File: src/rtl/ef_smsdac_mse_p.sv
// ============================================================================
// ef_smsdac_mse_p
// ----------------------------------------------------------------------------
// Segmented mismatch-shaping encoder for a binary-weighted 3-level DAC array.
// A W-bit unsigned sample is split into S shaped 3-level LSB segments
// (segment i has weight 2^i) plus a binary coarse word of weight 2^S.
// Each segment keeps one bit of first-order state so that odd residues
// alternate between +1 and -1, pushing element mismatch error out of band.
// ms_en=0 selects plain binary (every odd residue encoded as +1, state frozen).
//
// Pipeline: stage 1 captures the sample on in_valid, stage 2 encodes and
// registers the outputs, so out_valid follows in_valid by two clocks.
//
// Optional build macro: EF_SMSDAC_DITHER_EN
//   defined   : a 16-bit Fibonacci LFSR (x^16+x^14+x^13+x^11+1) adds random
//               state toggles on even residues when en_dith=1 and ms_en=1.
//   undefined : no LFSR; en_dith is captured but has no effect.
//
// Ports:
//   clk       clock
//   rst       asynchronous active-high reset
//   d_in      W-bit unsigned input sample
//   in_valid  capture strobe for d_in, ms_en, en_dith
//   ms_en     1 = mismatch shaping, 0 = binary bypass
//   en_dith   dither enable (only with EF_SMSDAC_DITHER_EN)
//   d_seg     segment codes, segment i at [2i+1:2i]: 01=+1, 10=-1, 00=0
//   d_msb     coarse binary word (W-S+1 bits), weight 2^S
//   out_valid one-cycle strobe marking updated d_seg/d_msb
// ============================================================================
module ef_smsdac_mse_p #(
    parameter int W = 8,
    parameter int S = 3
) (
    input  logic             clk,
    input  logic             rst,
    input  logic [W-1:0]     d_in,
    input  logic             in_valid,
    input  logic             ms_en,
    input  logic             en_dith,
    output logic [2*S-1:0]   d_seg,
    output logic [W-S:0]     d_msb,
    output logic             out_valid
);

    localparam logic [W:0] ONE = {{W{1'b0}}, 1'b1};

    logic [W-1:0]   capData_q;
    logic           capMs_q;
    logic           capDith_q;
    logic           capValid_q;

    logic [2*S-1:0] seg_q, seg_d;
    logic [W-S:0]   msb_q, msb_d;
    logic           outValid_q;
    logic [S-1:0]   state_q, state_d;

    logic [W:0]     encVal;
    logic [S-1:0]   rBits;
    logic           dithAct;

`ifdef EF_SMSDAC_DITHER_EN
    logic [15:0] lfsr_q;
    logic        lfsrFb;

    // Dither only makes sense while shaping is on.
    assign dithAct = capDith_q & capMs_q;

    assign lfsrFb = lfsr_q[15] ^ lfsr_q[13] ^ lfsr_q[12] ^ lfsr_q[10];

    // Segment i draws its dither bit from LFSR tap (i mod 16).
    always_comb begin
        rBits = '0;
        for (int i = 0; i < S; i++) begin
            rBits[i] = lfsr_q[i % 16];
        end
    end

    // The LFSR advances once per encoded sample that actually used dither.
    always_ff @(posedge clk or posedge rst) begin
        if (rst) begin
            lfsr_q <= 16'hACE1;
        end else if (capValid_q && dithAct) begin
            lfsr_q <= {lfsr_q[14:0], lfsrFb};
        end
    end
`else
    // No dither hardware: the captured enable is kept but can never activate.
    assign dithAct = capDith_q & 1'b0;
    assign rBits   = '0;
`endif

    // Stage 1: capture the sample and its mode bits; the flag marks a fresh
    // sample for the encoder on the next clock.
    always_ff @(posedge clk or posedge rst) begin
        if (rst) begin
            capData_q  <= '0;
            capMs_q    <= 1'b0;
            capDith_q  <= 1'b0;
            capValid_q <= 1'b0;
        end else if (in_valid) begin
            capData_q  <= d_in;
            capMs_q    <= ms_en;
            capDith_q  <= en_dith;
            capValid_q <= 1'b1;
        end else begin
            capValid_q <= 1'b0;
        end
    end

    // Segment peel-off: each stage removes the LSB of the running residue as
    // +1 or -1 (chosen by the segment state) and halves what is left. Choosing
    // -1 rounds the residue up, which is why it needs one bit above W.
    always_comb begin
        encVal  = {1'b0, capData_q};
        seg_d   = '0;
        state_d = state_q;
        for (int i = 0; i < S; i++) begin
            if (encVal[0]) begin
                if (!capMs_q || !state_q[i]) begin
                    seg_d[2*i +: 2] = 2'b01;
                    encVal = (encVal - ONE) >> 1;
                end else begin
                    seg_d[2*i +: 2] = 2'b10;
                    encVal = (encVal + ONE) >> 1;
                end
                if (capMs_q) begin
                    state_d[i] = ~state_q[i];
                end
            end else begin
                encVal = encVal >> 1;
                if (dithAct && rBits[i]) begin
                    state_d[i] = ~state_q[i];
                end
            end
        end
        msb_d = encVal[W-S:0];
    end

    // Stage 2: register the encoded word and commit state only for a fresh
    // sample; otherwise everything holds and the strobe drops.
    always_ff @(posedge clk or posedge rst) begin
        if (rst) begin
            seg_q      <= '0;
            msb_q      <= '0;
            state_q    <= '0;
            outValid_q <= 1'b0;
        end else if (capValid_q) begin
            seg_q      <= seg_d;
            msb_q      <= msb_d;
            state_q    <= state_d;
            outValid_q <= 1'b1;
        end else begin
            outValid_q <= 1'b0;
        end
    end

    assign d_seg     = seg_q;
    assign d_msb     = msb_q;
    assign out_valid = outValid_q;

endmodule

File: config.mk
export PLATFORM = sky130hd
export DESIGN_NAME = ef_smsdac_mse_p
export DESIGN_NICKNAME = d
export VERILOG_FILES = /design/src/rtl/ef_smsdac_mse_p.sv
export SDC_FILE = /design/constraint.sdc
export NUM_CORES = 1
export LEC_CHECK = 0
export ABC_AREA = 1
export CAP_MARGIN = 10
export CORE_ASPECT_RATIO = 1.25
export CORE_MARGIN = 8
export CORE_UTILIZATION = 45
export CTS_BUF_LIST = sky130_fd_sc_hd__clkbuf_4 sky130_fd_sc_hd__clkbuf_8
export CTS_CLUSTER_SIZE = 24
export DETAILED_ROUTE_END_ITERATION = 12
export DONT_BUFFER_PORTS = 1
export GPL_ROUTABILITY_DRIVEN = 0
export PLACE_DENSITY_LB_ADDON = 0.1
export SETUP_SLACK_MARGIN = 0.2
export SLEW_MARGIN = 20
export SYNTH_ARGS = -nofsm -noshare
export SYNTH_HDL_FRONTEND = slang
export SYNTH_SLANG_ARGS = --single-unit
File: constraint.sdc
create_clock -name clk -period 4.5 [get_ports clk]
set_input_delay 0.45 -clock clk [delete_from_list [all_inputs] [get_ports clk]]
set_output_delay 0.45 -clock clk [all_outputs]
set_load 0.02 [all_outputs]
==> impl_results.md <==
* Yosys warns at 0
* Layout area overhead at 7.29%
* Critical R2R Launch: capMs_q
* Setup crit start kind: flop
* Largest net degree at the start of global routing at 27
* Switch share at 48.7%
* Avg Inst Size Synth at 7.37 um2
* Setup TNS Final at 0 ns
* Post-synthesis cell area at 1970 um2
* Post-synth EDFFs at 0
* Pins Over Slew Limit at 0
* Clk_skew at 0.00584 ns
* CP Capture Type: flop
* Clock period minus worst slack at 3.87 ns
* Post-Synthesis Cells at 268
* Final nets at 302
* RSZ-0062 raised after global routing: no
* Syn nets at 299
* Critical-path maximum fanout at 9
* Share of cells above drive strength 1 at 10.4%
* Fin worst setup slack at 0.627 ns
* Multi-input gate area at 1190 um2
* Post-cts hold buffer count at 0
* Storage cell area at 652 um2
* Most used DFF post-synth: dfrtp_1
* Clock sink count at 26
* HPWL after detailed placement at 3.31 mm
* Max Root-Sink Buffers at 2
* Leakage power at 1.10 nW
* Number of core rows at 27
* Final Cycle Share at 86.1%
* VDD IR max at 0.000213 V
* Drt wl/cell at 12.4 um
* Asr flop ratio synth at 100%
* Global-route wire length before repair at 7.22 mm
* Total Routed Length at 4.06 mm
* DIE WIDTH at 75.2 um
* I/O pins at 26
* Area leader, netlist: dfrtp_1
* Post-place setup slack at 0.339 ns
* Worst min path class: in -> async
* Antenna violations before repair at 0
* DRT iter0 DRCs at 58
* TritonRoute pass-1 iters at 4
* Vias in the first global route at 1661
* Initial Utilization at 45.7%
* Fmax at 258 MHz
* Most common cell in the netlist: nand2_1
* Net switching power at 755 uW
* Comb power frac at 61.4%
* Unique masters post-synth at 31
* Clk root buf: clkbuf_8
* Cts bufs inserted at 3
* Post-synth top cells: nand2_1, inv_1, dfrtp_1, nand3_1, ha_1
* Status: completed
* Vias/cell at 4.96
* Die height at 90.1 um
* Critical path arrival at 4.05 ns
* Slew headroom at 39.6%
* Max-cap violations at 0
* I/O Buffers at 0
* Grt ovf at 0
* Ant. Diodes at 0
* Measured slew at the worst slew-check pin at 0.901 ns
* Fillers at 469
* Final ANT Viol Nets at 0
* CTS tree: yes
* Worst Path Required at 4.67 ns
* Die footprint at 6780 um2
* WS Path Type: reg -> reg
* DR vias at 1628
* H-tree depth at 1
* Largest cells by area after synthesis: dfrtp_1, nand2_1, ha_1
* Sequential Power Share at 25.7%
* Number of synthesized register bits at 26
* Post-synth top area share at 33.0%
* Seq/Total Area, Yosys at 33.0%
* Crit path launch: capMs_q
* Clk pin slew, worst setup/hold paths at 0.10 ns
* Pwr per Cell Area at 731 nW/um2
* Int Power at 794 uW
* Residual DRC count at 0
* Hold Violations, Final at 0
* Later-pin clock latency in the skew report at 0.28 ns
* # setup viols final at 0
* Clock share of power at 12.8%
* Global-route usage over all layers at 13.4%
* Core area at 4320 um2
final cells by class:
type / instances / share of cell area [%]
Clock inverter: 1 / 1.42
Timing Repair Buffer: 2 / 0.709
Clock buffer: 3 / 1.95
Tap cell: 58 / 3.43
Sequential cell: 26 / 30.8
Multi-Input combinational cell: 206 / 56.1
Inverter: 32 / 5.67
cells in the final DEF (no fill, tap or decap), types with 5 or more instances in the layout:
cell type  count
mux2_2         7
nand3_1       23
ha_1          18
inv_1         29
a21oi_1        9
nor2_1        11
nand2_1       88
xor2_1         5
dfrtp_1       25
o21ai_0       14
sequential cells by signal, indices dropped and copies added (netlist names):
name        flops
d_msb           6
state_q         3
out_valid       1
capValid_q      1
capData_q       8
d_seg           6
capMs_q         1
critical path: stages (launching register included):
cell and delay [ns]:
dfrtp_2 0.44, nand2_4 0.13, ha_1 0.27, nand2_4 0.09, nand2_2 0.08, a21oi_1 0.16, xor2_1 0.16, o21ai_1 0.10
ha_1 0.35, a21oi_1 0.18, o21ai_2 0.10, nand2_1 0.09, nand2_1 0.05, a21oi_1 0.12, nand2_1 0.08, nand2_1 0.07
ha_1 0.27, a21oi_1 0.27, nor3_1 0.08, a211oi_1 0.28, nand2_1 0.10, nand2_1 0.08, nand4_1 0.08, nand3_1 0.09
nand2_1 0.05
repair_timing:
| item | CTS | global route |
|---|---|---|
| buffers inserted | 0 | 2 |
| setup endpoints to repair | 0 | 2 |
| resized for setup | 0 | 3 |
kinds of logic (layout without fill, tap and decap cells):
group                      count (synthesis)  in the layout  synth area share, %
muxes                                      7              7                 3.99
buffers and inverters                     36             38                 7.29
xor gates and xnor gates                   9              9                 3.99
AOI/OAI and AO/OA                         36             36                 11.1
and+or+nand+nor                          136            136                 29.3
adders and majority gates                 18             18                 11.4
DFF                                       26             26                 33.0
power groups by stage:
stage / sequential [mW] / combinational (mW) / clock [mW]
3_5_place_dp: 0.404 / 0.940 / 0
6_report: 0.398 / 0.951 / 0.199
5_1_grt: 0.410 / 1.12 / 0.211
3_3_place_gp: 0.402 / 0.928 / 0
4_1_cts: 0.400 / 0.942 / 0.205
2_1_floorplan: 0.387 / 0.790 / 0
metal layers:
metal  global-route usage [%]  part of all wire (%)  vias to the layer above
li1                         -                     -                      881
met1                     15.0                    44                      712
met2                     22.9                    50                       25
met3                     2.44                   4.1                       10
met4                     6.27                   2.2                        0
met5                        0                     0                        -
metrics by stage:
step / hold WS (ns) / std cells / util (%) / total power, mW / area, um2
2_1_floorplan: 0.478 / 268 / - / 1.18 / 1970
3_3_place_gp: 0.482 / 322 / 46.8 / 1.33 / 2020
3_5_place_dp: 0.482 / 322 / 46.8 / 1.34 / 2020
4_1_cts: 0.176 / 326 / 48.4 / 1.55 / 2090
5_1_grt: 0.172 / 328 / 49.0 / 1.74 / 2120
6_report: 0.128 / 328 / 49.0 / 1.55 / 2120
final timing paths:
| kind | depth (start not counted) | to | slack (ns) |
|---|---|---|---|
| min in group clk | 0 | capValid_q | 0.19 |
| min | 1 | capData_q[1] | 0.13 |
| max in group asynchronous | 1 | capMs_q | 3.91 |
| max | 24 | d_msb[5] | 0.63 |
| max reg2reg | 24 | d_msb[5] | 0.63 |
| min reg2reg | 1 | capData_q[4] | 0.55 |
Note: power is estimated with default switching activity, not from simulation.
